==> config.mk <==
export PLATFORM = sky130hd
export DESIGN_NAME = glitch_pulse_gen
export DESIGN_NICKNAME = d
export VERILOG_FILES = /design/src/rtl/glitch_pulse_gen_pkg.sv /design/src/rtl/glitch_trig_sync.sv /design/src/rtl/glitch_pulse_gen.sv
export SDC_FILE = /design/constraint.sdc
export NUM_CORES = 1
export LEC_CHECK = 0
export CAP_MARGIN = 20
export CELL_PAD_IN_SITES_DETAIL_PLACEMENT = 1
export CELL_PAD_IN_SITES_GLOBAL_PLACEMENT = 1
export CORE_ASPECT_RATIO = 0.5
export CORE_MARGIN = 2
export CORE_UTILIZATION = 42
export CTS_CLUSTER_DIAMETER = 50
export DETAILED_ROUTE_END_ITERATION = 12
export HOLD_SLACK_MARGIN = 0.15
export PLACE_DENSITY = 0.77
export SYNTH_ARGS = -nofsm -noshare
export SYNTH_HDL_FRONTEND = slang
export SYNTH_SLANG_ARGS = --single-unit
==> constraint.sdc <==
create_clock -name clk -period 3.6 [get_ports clk]
set_input_delay 0.72 -clock clk [delete_from_list [all_inputs] [get_ports clk]]
set_output_delay 0.72 -clock clk [all_outputs]
set_load 0.005 [all_outputs]
==> src/rtl/glitch_pulse_gen_pkg.sv <==
// Shared definitions for the trigger-timed glitch enable sequencer:
// state encodings, default field widths and small decode helpers.
package glitch_pulse_gen_pkg;

    localparam int CNT_W_DEF = 16;
    localparam int REP_W_DEF = 8;

    typedef enum logic [2:0] {
        PG_IDLE  = 3'd0,
        PG_ARMED = 3'd1,
        PG_DELAY = 3'd2,
        PG_PULSE = 3'd3,
        PG_GAP   = 3'd4
    } pg_state_e;

    function automatic logic is_busy(input pg_state_e s);
        return (s == PG_DELAY) || (s == PG_PULSE) || (s == PG_GAP);
    endfunction

endpackage

==> src/rtl/glitch_trig_sync.sv <==
// Two-flop synchronizer for the asynchronous trigger pin followed by a
// rising-edge detector; the edge is a single-cycle strobe in the clk domain.
module glitch_trig_sync (
    input  logic clk,
    input  logic rst_n,
    input  logic trigger,
    output logic trig_edge
);

    logic s1_r;
    logic s2_r;
    logic s3_r;

    // Synchronizer chain plus one history stage for edge detection.
    always_ff @(posedge clk or negedge rst_n) begin
        if (!rst_n) begin
            s1_r <= 1'b0;
            s2_r <= 1'b0;
            s3_r <= 1'b0;
        end else begin
            s1_r <= trigger;
            s2_r <= s1_r;
            s3_r <= s2_r;
        end
    end

    assign trig_edge = s2_r & ~s3_r;

endmodule

==> src/rtl/glitch_pulse_gen.sv <==
// Trigger-timed sequencer producing the enable stream for the glitch core:
// arm latches the config, a trigger edge starts delay then a train of pulses.
module glitch_pulse_gen
    import glitch_pulse_gen_pkg::*;
#(
    parameter int CNT_W = CNT_W_DEF,
    parameter int REP_W = REP_W_DEF
) (
    input  logic             clk,
    input  logic             rst_n,
    input  logic             arm,
    input  logic             abort,
    input  logic             trigger,
    input  logic [CNT_W-1:0] delay,
    input  logic [CNT_W-1:0] width,
    input  logic [CNT_W-1:0] gap,
    input  logic [REP_W-1:0] count,
    output logic             en_out,
    output logic             armed,
    output logic             busy,
    output logic             done,
    output logic [REP_W-1:0] pulse_idx
);

    localparam logic [CNT_W-1:0] CNT_ZERO = {CNT_W{1'b0}};
    localparam logic [CNT_W-1:0] CNT_ONE  = {{(CNT_W-1){1'b0}}, 1'b1};
    localparam logic [REP_W-1:0] REP_ZERO = {REP_W{1'b0}};
    localparam logic [REP_W-1:0] REP_ONE  = {{(REP_W-1){1'b0}}, 1'b1};

    pg_state_e        state_r;
    pg_state_e        next_state_s;
    logic [CNT_W-1:0] cnt_r;
    logic [CNT_W-1:0] cnt_next_s;
    logic [CNT_W-1:0] delay_r;
    logic [CNT_W-1:0] width_r;
    logic [CNT_W-1:0] gap_r;
    logic [REP_W-1:0] count_r;
    logic [REP_W-1:0] pulse_idx_r;
    logic [REP_W-1:0] idx_next_s;
    logic             load_cfg_s;
    logic             done_next_s;
    logic             trig_edge_s;
    logic             en_r;
    logic             armed_r;
    logic             busy_r;
    logic             done_r;

    glitch_trig_sync u_trig_sync (
        .clk       (clk),
        .rst_n     (rst_n),
        .trigger   (trigger),
        .trig_edge (trig_edge_s)
    );

    // Next-state, counter reload and pulse index decode.
    always_comb begin
        next_state_s = state_r;
        cnt_next_s   = cnt_r;
        idx_next_s   = pulse_idx_r;
        load_cfg_s   = 1'b0;
        done_next_s  = 1'b0;
        if (abort) begin
            next_state_s = PG_IDLE;
        end else begin
            case (state_r)
                PG_IDLE: begin
                    if (arm) begin
                        next_state_s = PG_ARMED;
                        load_cfg_s   = 1'b1;
                        idx_next_s   = REP_ZERO;
                    end else begin
                        next_state_s = PG_IDLE;
                    end
                end
                PG_ARMED: begin
                    if (trig_edge_s) begin
                        if (delay_r == CNT_ZERO) begin
                            next_state_s = PG_PULSE;
                            cnt_next_s   = width_r;
                        end else begin
                            next_state_s = PG_DELAY;
                            cnt_next_s   = delay_r;
                        end
                    end else begin
                        next_state_s = PG_ARMED;
                    end
                end
                PG_DELAY: begin
                    if (cnt_r == CNT_ONE) begin
                        next_state_s = PG_PULSE;
                        cnt_next_s   = width_r;
                    end else begin
                        cnt_next_s = cnt_r - CNT_ONE;
                    end
                end
                PG_PULSE: begin
                    if (cnt_r == CNT_ONE) begin
                        if (pulse_idx_r == (count_r - REP_ONE)) begin
                            next_state_s = PG_IDLE;
                            done_next_s  = 1'b1;
                        end else begin
                            next_state_s = PG_GAP;
                            cnt_next_s   = gap_r;
                        end
                    end else begin
                        cnt_next_s = cnt_r - CNT_ONE;
                    end
                end
                PG_GAP: begin
                    if (cnt_r == CNT_ONE) begin
                        next_state_s = PG_PULSE;
                        cnt_next_s   = width_r;
                        idx_next_s   = pulse_idx_r + REP_ONE;
                    end else begin
                        cnt_next_s = cnt_r - CNT_ONE;
                    end
                end
                default: begin
                    next_state_s = PG_IDLE;
                end
            endcase
        end
    end

    // State, counter, index and outputs; outputs decode next-state so they align with it.
    always_ff @(posedge clk or negedge rst_n) begin
        if (!rst_n) begin
            state_r     <= PG_IDLE;
            cnt_r       <= CNT_ZERO;
            pulse_idx_r <= REP_ZERO;
            en_r        <= 1'b0;
            armed_r     <= 1'b0;
            busy_r      <= 1'b0;
            done_r      <= 1'b0;
        end else begin
            state_r     <= next_state_s;
            cnt_r       <= cnt_next_s;
            pulse_idx_r <= idx_next_s;
            en_r        <= (next_state_s == PG_PULSE);
            armed_r     <= (next_state_s == PG_ARMED);
            busy_r      <= is_busy(next_state_s);
            done_r      <= done_next_s;
        end
    end

    // Configuration latch; zero width/gap/count are promoted to one.
    always_ff @(posedge clk or negedge rst_n) begin
        if (!rst_n) begin
            delay_r <= CNT_ZERO;
            width_r <= CNT_ZERO;
            gap_r   <= CNT_ZERO;
            count_r <= REP_ZERO;
        end else if (load_cfg_s) begin
            delay_r <= delay;
            width_r <= (width == CNT_ZERO) ? CNT_ONE : width;
            gap_r   <= (gap == CNT_ZERO) ? CNT_ONE : gap;
            count_r <= (count == REP_ZERO) ? REP_ONE : count;
        end
    end

    assign en_out    = en_r;
    assign armed     = armed_r;
    assign busy      = busy_r;
    assign done      = done_r;
    assign pulse_idx = pulse_idx_r;

endmodule

==> out/results.ini <==
[route]
drc=0
met3_length_um=969
wl_met2_um=6670
drt_iter0_markers=318
drt_wl_total_um=14400
drt-pass1-iter-count=5
routed_via_density=5.91
highest_layer=met4
wl_per_cell_um=21.1
ant_nets=0
wl_met1_um=6590
vias=4016

[setup_path]
crit_path_start_kind=register
crit_arrival_ns=3.30
r2r-start=cnt_r[1]
worstSetupEndpointType=register
cp-startpoint=cnt_r[1]
crit_chain=inv_1 -> ha_1 -> or3b_2 -> nor4_2 -> buf_4 -> and3_2 -> a211oi_2 -> a31oi_4 -> inv_2 -> mux2_4
crit_slowest_cell=or3b_2
crit_type=register to register
crit_fanout=11
slowest_delay_ns=0.48
worst_ep_required_time_ns=3.82

[sta]
finalCritPeriodShare_pct=85.5
fin_worst_skew_ns=0.0102
setup_viol=0
slew_headroom_pct=31.8
grt_setup_unrepaired=false
hold_viol=0
drv_slew=0
fin_crit_ns=3.08
fmax_mhz=325
finalSetupTns_ns=0
tightest_slew_ns=1.02
setup_ws_ns=0.521

[floorplanning]
die_area_um2=12300
core_um2=11000
die_width_um=155
rows=27
die_h_um=79.5
start_util_pct=43.3
io_pins=73

[finish]
syn_to_final_growth_pct=25.8
antenna_cells=0
drive_above_1_share_pct=18.3
final_cell_mix=90 x dfrtp_1, 71 x clkdlybuf4s50_1, 52 x mux2_2
utilization_pct=54.5
final_common_cell=dfrtp_1
nets=595
layoutNonFillerInstCount=680

[synth]
synth_enable_flop_cells=0
avgSynthCellArea_um2=10.5
yosys_most_used_dff=dfrtp_1
ys_ff_latch=90
mappedNetlistArea_um2=4790
yosys-top-cells-area=dfrtp_1 47%, mux2_2 12%, nor2_1 3.0%
syn_nets=521
yosysSeqAreaShare_pct=47.0
netlist_instances=456
synth.largest_area_cell=dfrtp_1
yosys_warnings=0
synth.distinct_cells=66
yosysTopAreaCellShare_pct=47.0
synthArstFlopShare_pct=100

[grt]
grt_pass1_vias=4144
grt_pass1_wl_um=23300
grt_max_degree=60
grt_use_total_pct=24.8
antenna_found_initial=0
grt-ovfl-total=0

[place]
port_buffers=72
dp.cells=664
pre_cts_ws_ns=0.625
gp_congestion=0.931
hpwl_um=10700

[run_status]
status=complete, no violations

[clocking]
cts-resized-gates=0
cts.sinks=90
post-cts-setup-buffer-count=0
hold_buffers=0
cts-root-buf=clkbuf_16
htree_levels=3
cts_max_path_buffers=2
cts_tree=done
cts_made_buffers=9
path_clk_slew_ns=0.06
insertion_delay_ns=0.35

[min_path]
hp-class=register to register
hp-start=u_trig_sync.s1_r

[power]
power_density_nw_per_um2=559
power.leakage_nw=2.41
irDropWorstVdd_mv=0.295

[job]
maxCapViolCount=0

registers in the layout, summed over array words and instances, names as in the netlist:
signal / flops
delay_r: 16
count_r: 8
cnt_r: 16
width_r: 16
done: 1
u_trig_sync.s2_r: 1
u_trig_sync.s1_r: 1
gap_r: 16
armed: 1
pulse_idx: 8
en_out: 1
u_trig_sync.s3_r: 1
busy: 1
state_r: 3
critical path: cells and delay by family, from the launching register on:
| kind | cells | cell delay (ns) |
|---|---|---|
| AOI/OAI and AO/OA | 2 | 0.45 |
| adders and majority gates | 1 | 0.17 |
| DFF | 1 | 0.39 |
| and+or+nand+nor | 3 | 1.03 |
| buffers and inverters | 3 | 0.55 |
| muxes | 1 | 0.35 |
cell families (layout without fill, tap and decap cells):
kind of cell               count (synthesis)  count (layout)  share of synthesized area, %
buffers and inverters                     33             112                          2.87
adders and majority gates                  4               4                          1.05
and+or+nand+nor                          148             148                          17.0
AOI/OAI and AO/OA                        102             102                          14.3
xor gates and xnor gates                  15              15                          2.74
muxes                                     64              64                          15.1
DFF                                       90              90                          47.0
synthesized netlist by cell type (2+ instances only):
cell type   n
nor4_2      2
inv_1      13
or4_1       5
a211oi_1    2
dfrtp_1    90
o211ai_1    2
ha_1        4
mux2i_1     9
or3b_2      3
a41oi_1     2
nand3_1     6
nor3b_1     3
nand2b_1    6
nor3_1     16
clkbuf_1   12
nor2b_1     4
a32o_1      2
o21ai_0    28
a21o_1      3
o21a_1      3
nor4_1     17
o2111ai_1   2
o31ai_1     5
mux2_4      3
o41ai_1     2
nor2_1     38
and2_1      2
a21oi_1    24
a31oi_1     2
xor2_1      5
a221o_1     2
nand2_1    24
a221oi_1    6
xnor2_1    10
a22oi_1     4
o22ai_1     2
nand4_1     5
or3_1       3
and3b_1     2
mux2_2     52
a32oi_1     2
buf_2       5
metal layers:
metal  up-vias  global-route usage (%)
met4         0                    5.93
met1      2017                    34.5
met5         -                       0
li1       1855                       -
met2       129                    40.0
met3        15                    5.32
final timing paths:
check                      slack, ns                to  cells after the start
max in group asynchronous       2.40             armed                      2
min                             0.35  u_trig_sync.s2_r                      0
max reg2reg                     0.52          cnt_r[4]                     10
min in group asynchronous       0.41        width_r[8]                      1
max                             0.52          cnt_r[4]                     10
min reg2reg                     0.35  u_trig_sync.s2_r                      0
report_power, final:
part | leakage (nW) | switching, mW | internal, mW | total [mW]
registers | 1.09 | 0.284 | 1.24 | 1.52
clock network | 0.160 | 0.434 | 0.615 | 1.05
logic | 1.15 | 0.390 | 0.406 | 0.795
total | 2.41 | 1.11 | 2.26 | 3.37
through the flow:
stage	area (um2)	hold slack, ns	power [mW]
3_5_place_dp	5700	0.336	2.32
5_1_grt	6020	0.355	3.55
6_report	6020	0.346	3.37
3_3_place_gp	5700	0.334	2.29
4_1_cts	6020	0.350	3.39
2_1_floorplan	4790	0.331	1.97
layout make-up:
| cell class | instances | area [um2] |
|---|---|---|
| sequential | 90 | 2250 |
| fill | 1204 | 5020 |
| clock inverter | 7 | 100 |
| multi-input combinational | 333 | 2410 |
| inverter | 14 | 52.6 |
| clock buffer | 9 | 225 |
| tap | 145 | 181 |
| timing repair buffer | 82 | 806 |
No activity file was read; power rests on OpenSTA's default activity.
